$ cat config.mk
export PLATFORM = sky130hd
export DESIGN_NAME = ps2_receiver
export DESIGN_NICKNAME = d
export VERILOG_FILES = /design/src/rtl/ps2_receiver.sv
export SDC_FILE = /design/constraint.sdc
export NUM_CORES = 1
export LEC_CHECK = 0
export CORE_AREA = 2 2 89 91
export DETAILED_ROUTE_END_ITERATION = 12
export DIE_AREA = 0 0 91 93
export MAX_ROUTING_LAYER = met4
export REMOVE_ABC_BUFFERS = 1
export SLEW_MARGIN = 10
export SYNTH_ARGS = -nofsm -noshare
export SYNTH_HDL_FRONTEND = slang
export SYNTH_SLANG_ARGS = --single-unit
$ cat constraint.sdc
create_clock -name clk -period 2.9 [get_ports clk]
set_input_delay 0.58 -clock clk [delete_from_list [all_inputs] [get_ports clk]]
set_output_delay 0.58 -clock clk [all_outputs]
set_load 0.03 [all_outputs]
$ cat src/rtl/ps2_receiver.sv
// PS/2 host-side receiver: synchronizes and glitch-filters the device clock,
// deframes 11-bit frames, and decodes E0/F0 scan-code prefixes into key events.
module ps2_receiver #(
    parameter int FILTER_LEN = 8,
    parameter int TIMEOUT    = 50000
) (
    input  logic       clk,
    input  logic       reset,
    input  logic       ps2_clk,
    input  logic       ps2_data,
    output logic [7:0] rx_data,
    output logic       rx_valid,
    output logic       rx_err,
    output logic [7:0] key_code,
    output logic       key_valid,
    output logic       key_break,
    output logic       key_ext
);

    localparam int FW = $clog2(FILTER_LEN + 1);
    localparam int TW = $clog2(TIMEOUT + 1);

    typedef enum logic [1:0] {
        IDLE,
        DATA,
        PARITY,
        STOP
    } state_t;

    logic          clk_s1, clk_s2;
    logic          data_s1, data_s2;
    logic          filt_clk, filt_prev;
    logic [FW-1:0] filt_cnt;
    logic          fall;

    state_t        state;
    logic [2:0]    bit_cnt;
    logic [7:0]    shift;
    logic          par_bit;
    logic [TW-1:0] timer;
    logic          break_pend, ext_pend;

    // NOTE: every register here uses non-blocking assignment so all flops
    // update together on the clock edge, independent of statement order.
    always_ff @(posedge clk or negedge reset) begin
        if (!reset) begin
            clk_s1  <= 1'b0;
            clk_s2  <= 1'b0;
            data_s1 <= 1'b0;
            data_s2 <= 1'b0;
        end else begin
            clk_s1  <= ps2_clk;
            clk_s2  <= clk_s1;
            data_s1 <= ps2_data;
            data_s2 <= data_s1;
        end
    end

    // The filtered clock only follows a level that has been held for FILTER_LEN samples.
    always_ff @(posedge clk or negedge reset) begin
        if (!reset) begin
            filt_clk  <= 1'b1;
            filt_prev <= 1'b1;
            filt_cnt  <= '0;
        end else begin
            filt_prev <= filt_clk;
            if (clk_s2 == filt_clk) begin
                filt_cnt <= '0;
            end else if (filt_cnt == FW'(FILTER_LEN - 1)) begin
                filt_clk <= clk_s2;
                filt_cnt <= '0;
            end else begin
                filt_cnt <= filt_cnt + 1'b1;
            end
        end
    end

    assign fall = filt_prev & ~filt_clk;

    always_ff @(posedge clk or negedge reset) begin
        if (!reset) begin
            state      <= IDLE;
            bit_cnt    <= '0;
            shift      <= '0;
            par_bit    <= 1'b0;
            timer      <= '0;
            break_pend <= 1'b0;
            ext_pend   <= 1'b0;
            rx_data    <= '0;
            rx_valid   <= 1'b0;
            rx_err     <= 1'b0;
            key_code   <= '0;
            key_valid  <= 1'b0;
            key_break  <= 1'b0;
            key_ext    <= 1'b0;
        end else begin
            rx_valid  <= 1'b0;
            rx_err    <= 1'b0;
            key_valid <= 1'b0;

            if (state == IDLE) begin
                timer <= '0;
                if (fall && !data_s2) begin
                    state   <= DATA;
                    bit_cnt <= '0;
                end
            end else if (fall) begin
                timer <= '0;
                case (state)
                    DATA: begin
                        shift   <= {data_s2, shift[7:1]};
                        bit_cnt <= bit_cnt + 1'b1;
                        if (bit_cnt == 3'd7) state <= PARITY;
                    end
                    PARITY: begin
                        par_bit <= data_s2;
                        state   <= STOP;
                    end
                    default: begin
                        state <= IDLE;
                        if (data_s2 && (^{shift, par_bit})) begin
                            rx_data  <= shift;
                            rx_valid <= 1'b1;
                            if (shift == 8'hF0) begin
                                break_pend <= 1'b1;
                            end else if (shift == 8'hE0) begin
                                ext_pend <= 1'b1;
                            end else begin
                                key_code   <= shift;
                                key_valid  <= 1'b1;
                                key_break  <= break_pend;
                                key_ext    <= ext_pend;
                                break_pend <= 1'b0;
                                ext_pend   <= 1'b0;
                            end
                        end else begin
                            rx_err     <= 1'b1;
                            break_pend <= 1'b0;
                            ext_pend   <= 1'b0;
                        end
                    end
                endcase
            end else if (timer == TW'(TIMEOUT - 1)) begin
                // Device stalled mid-frame: drop the partial byte.
                state      <= IDLE;
                rx_err     <= 1'b1;
                break_pend <= 1'b0;
                ext_pend   <= 1'b0;
            end else begin
                timer <= timer + 1'b1;
            end
        end
    end

endmodule

After elaboration in Yosys (flattened, before gate mapping):

Index checks and enable logic that the tools add are counted.

* register bits: 63
* output and inout bits: 21
* logic and storage cells: 105

* add/subtract/negate cells: 3
* eq/ne operators: 14
* muxes and demuxes: 41
* bitwise logic cells: 7
* reduce and logical (&&, ||, !) cells: 19

Operator list (number)
* $mux W16: 3
* $mux W1: 26
* $add A16 B1 Y16 const B: 1
* $eq A16 B16 Y1 const B: 1
* $eq A8 B8 Y1 const B: 2
* $mux W3: 4
* $reduce_and A3 Y1: 4
* $reduce_and A4 Y1: 3
* $mux W2: 5
* $reduce_xor A9 Y1: 1
* $mux W4: 2
* $ne A4 B4 Y1 const B: 2
* $ne A3 B3 Y1 const B: 2
* $not A1 Y1: 6
* $reduce_and A6 Y1: 1
* $reduce_bool A2 Y1: 3
* $add A4 B1 Y4 const B: 1
* $eq A4 B3 Y1 const B: 1
* $pmux W2 S2: 1
* $add A3 B1 Y3 const B: 1
* $eq A3 B3 Y1 const B: 1
* $reduce_bool A3 Y1: 1
* $eq A2 B1 Y1 const B: 1
* $eq A2 B2 Y1 const B: 1
* 9 further kinds: 10

Depth between registers and ports, before layout:

* word-level depth: 7
* gate-level depth with buffers: 7
* mapped depth without buffers: 6

Worst setup path before layout:

No wires, ideal clock.

* path type: register -> register
* start: reg shift[2]
* end: reg key_break
* library setup time: 125 ps
* arrival: 1948 ps
* required time: 2775 ps
* path slack: 827 ps
* stages on the path, launching flop included: 7
* period minus slack after synthesis: 2073 ps
* cell sequence: dfrtp_1 > xor2_1 > xnor3_2 > mux2i_4 > or2_1 > buf_6 > mux2_4

* cells in the longest elaborated chain, start to end: 3

RTL lines
* start, declared: line 38 `logic [7:0] shift;`
* start signal, assigned: line 111 `shift <= {data_s2, shift[7:1]};`
* $eq A8 B8 Y1, or another cell as far along: line 126 `end else if (shift == 8'hE0) begin`
* $not A1 Y1 (no line) / $logic_and A1 B1 Y1 (equally long branches)
* $reduce_and A6 Y1 (no line) (*)
* end signal, assigned: line 131 `key_break <= break_pend;`
* end, declared: line 16 `output logic key_break,`

Every way passes the cells marked *; elsewhere a longest branch is shown, timed or not.
A chain may end at the register's enable or synchronous reset.

Worst setup path after layout:

* start: reg shift[2]
* end: reg key_code[4]

* cells in the longest elaborated chain, start to end: 3

RTL lines
* $eq A8 B8 Y1, or another cell as far along: line 126
* $not A1 Y1 (no line) / $logic_and A1 B1 Y1 (equally long branches)
* $reduce_and A6 Y1 (no line) (*)
* end signal, assigned: line 129 `key_code <= shift;`
* end, declared: line 14 `output logic [7:0] key_code,`

Marks and branches as above.

==> results.ini <==
[sta]
drv_slew=0
tns_ns=0
final_hold_viol_count=0
rsz0062_at_grt=no
finalCriticalPeriod_ns=2.25
post-route-period-util_pct=77.5
fmax_ghz=0.445
finalSetupViolCount=0
tightest_slew_ns=0.620
max-slew-margin-rel_pct=58.7
fin_worst_skew_ns=0.00858

[yosys]
ys_ff_latch=63
postSynthAreaPerCell_um2=12.0
postSynth.asyncResetShare_pct=100
netlist.area_leader.share_pct=52.6
syn-cell-area_um2=2900
synth-edff-count=0
synthCells=243
synthTopCellsByArea=dfrtp_1 (53%), mux2_2 (7.0%), xnor2_1 (4.2%)
synth_top_area_cell=dfrtp_1
synth-main-ff-cell=dfrtp_1
ys_seq_area_share_pct=54.4
ys_warn_count=0
ys_types=46

[finish]
area_growth_pct=20.5
regArea_um2=1580
final_nets=286
multi_input_area_um2=1270
drive_gt1_share_pct=19.4
n_fill_cell=716
n_antenna_cell=0

[grt]
met3_usage_pct=2.42
grt_usage_pct=13.7
grt_max_degree=37
grt_pass1_wl_um=8850
met1_usage_pct=18.0
antenna_found_initial=0
overflow=0
met2_usage_pct=19.8
grt-busiest-layer=met2
grt_pass1_vias=1839

[die]
fp.dieW_um=91
rows=32
start_util_pct=38.6
io_pins=25
fp.coreArea_um2=7530
fp.dieH_um=93
dieArea_um2=8460

[worst_setup_path]
worstPathCellList=xor2_1 -> xnor3_2 -> mux2i_4 -> or2_1 -> mux2_4
reg2reg_depth=5
slowest_stage=or2_1
worst_ep_required_time_ns=3.13
reg2reg_slack_ns=0.65
cp-start-kind=register
arrival_ns=2.48
critPathLaunch=shift[2]
crit_path_end=key_code[4]
r2r_end=key_code[4]
crit_fanout=10
critical_path.max_stage_delay_ns=0.46
timing.rr.start=shift[2]
critPathKind=register to register
endpoint_kind=register

[drt]
num_vias=1880
initialDrtViolationCount=83
postRouteAntennaNets=0
viasPerCell=4.93
wl_per_cell_um=13.4
drcViolationCount=0
wirelength_um=5110
drt_pass1_iterations=4

[status]
status=finished clean

[clock_tree]
cts_buffers=9
h-tree-depth=3
cts-root-buf=clkbuf_8
cts_hold_buf=0
cts_tree=built
clk_latency_ns=0.35
cts_resized=0
cts_setup_buffers=0
cts_sinks=63
clockBufferDepth=2
clk_pin_slew_ns=0.08

[run]
cap_viol_max_count=0

[power]
total_power_mw=2.59
p_leak_nw=1.56
power_density_nw_per_um2=740
vdd_ir_drop_max_mv=0.259

[min_path]
hold_path.class=input port to async pin

[placed_design]
portBuffers=24
gp_congestion=0.741
hpwl_um=3440

cell type report:
cell class / instances / area share [%]
repair buffers: 28 / 7.94
inverters: 5 / 0.536
multi-input cells: 167 / 36.2
clock buffers: 9 / 3.54
clock inverters: 7 / 2.97
well taps: 102 / 3.65
flip-flops and latches: 63 / 45.1
placed cells by master, fill, tap and decap left out, drive strengths merged, types with 3 or more instances in the layout:
master and instances:
nand2b 3, nand3 7, nor2b 4, clkbuf 9
a21oi 7, buf 5, and4 3, mux2 23
ha 8, nand2 16, a31oi 3, clkdlybuf4s50 23
mux2i 3, o21ai 8, nor4 8, inv 8
nor2 23, a22o 5, xnor2 14, nor3 6
dfrtp 61, or3 5
sequential cells by signal, summed over array words and instances (netlist names), 2 cells and up:
signal and cells:
timer 16, state 2, shift 8, filt_cnt 4, rx_data 8, bit_cnt 3
key_code 8
metrics by stage:
step	hold WS (ns)	instances	util, %	setup slack (ns)	area [µm²]
finish	0.241	381	46.5	0.651	3500
global route	0.283	381	46.5	0.574	3500
CTS	0.255	381	46.5	0.664	3500
detailed placement	0.336	365	43.5	0.690	3270
global placement	0.332	365	43.5	0.720	3270
floorplan	0.284	235	-	0.643	2870
kinds of logic (layout without fill, tap and decap cells):
| kind of cell | after synthesis | in the layout | share of synthesized area (%) |
|---|---|---|---|
| AO/OA/AOI/OAI | 29 | 29 | 6.59 |
| XOR/XNOR | 18 | 18 | 6.51 |
| adder cells (fa/ha/maj) | 8 | 8 | 3.45 |
| buffers and inverters | 13 | 49 | 1.98 |
| flip-flops | 63 | 63 | 54.4 |
| multiplexers | 26 | 26 | 11.0 |
| AND/OR/NAND/NOR | 86 | 86 | 16.1 |
worst min path at each step:
stage | startpoint | cells past startpoint | slack, ns | to
after floorplan | reset | 0 | 0.28 | bit_cnt[0]
after global placement | clk_s1 | 0 | 0.33 | clk_s2
after detailed placement | data_s1 | 0 | 0.34 | data_s2
after CTS | reset | 1 | 0.25 | break_pend
after global routing | reset | 1 | 0.28 | key_code[6]
final | reset | 1 | 0.24 | key_code[5]
report_power, final:
group	switching (mW)	internal, mW	leakage [nW]
Sequential	0.101	0.991	0.845
Clock	0.380	0.496	0.115
Combinational	0.345	0.275	0.600
critical path: cells and delay by family, from the launching register on:
family,cells,cell delay (ns)
xor gates and xnor gates,2,0.64
DFF,1,0.45
muxes,2,0.58
and+or+nand+nor,1,0.46
metal layers:
metal	vias up	routed length, µm
met3	8	171
li1	929	-
met4	0	108
met1	910	2530
met2	33	2300
met5	-	0
synthesized netlist by cell type (5+ instances only):
library cell   n
or3_1          5
xnor2_1       14
nand3_1        7
inv_1          5
nor3_1         6
nor4_1         7
mux2_2        18
ha_1           8
a21oi_1        7
nand2_1       16
dfrtp_1       61
clkbuf_1       6
nor2_1        23
mux2_4         5
o21ai_0        7
Note: power is estimated with default switching activity, not from simulation.
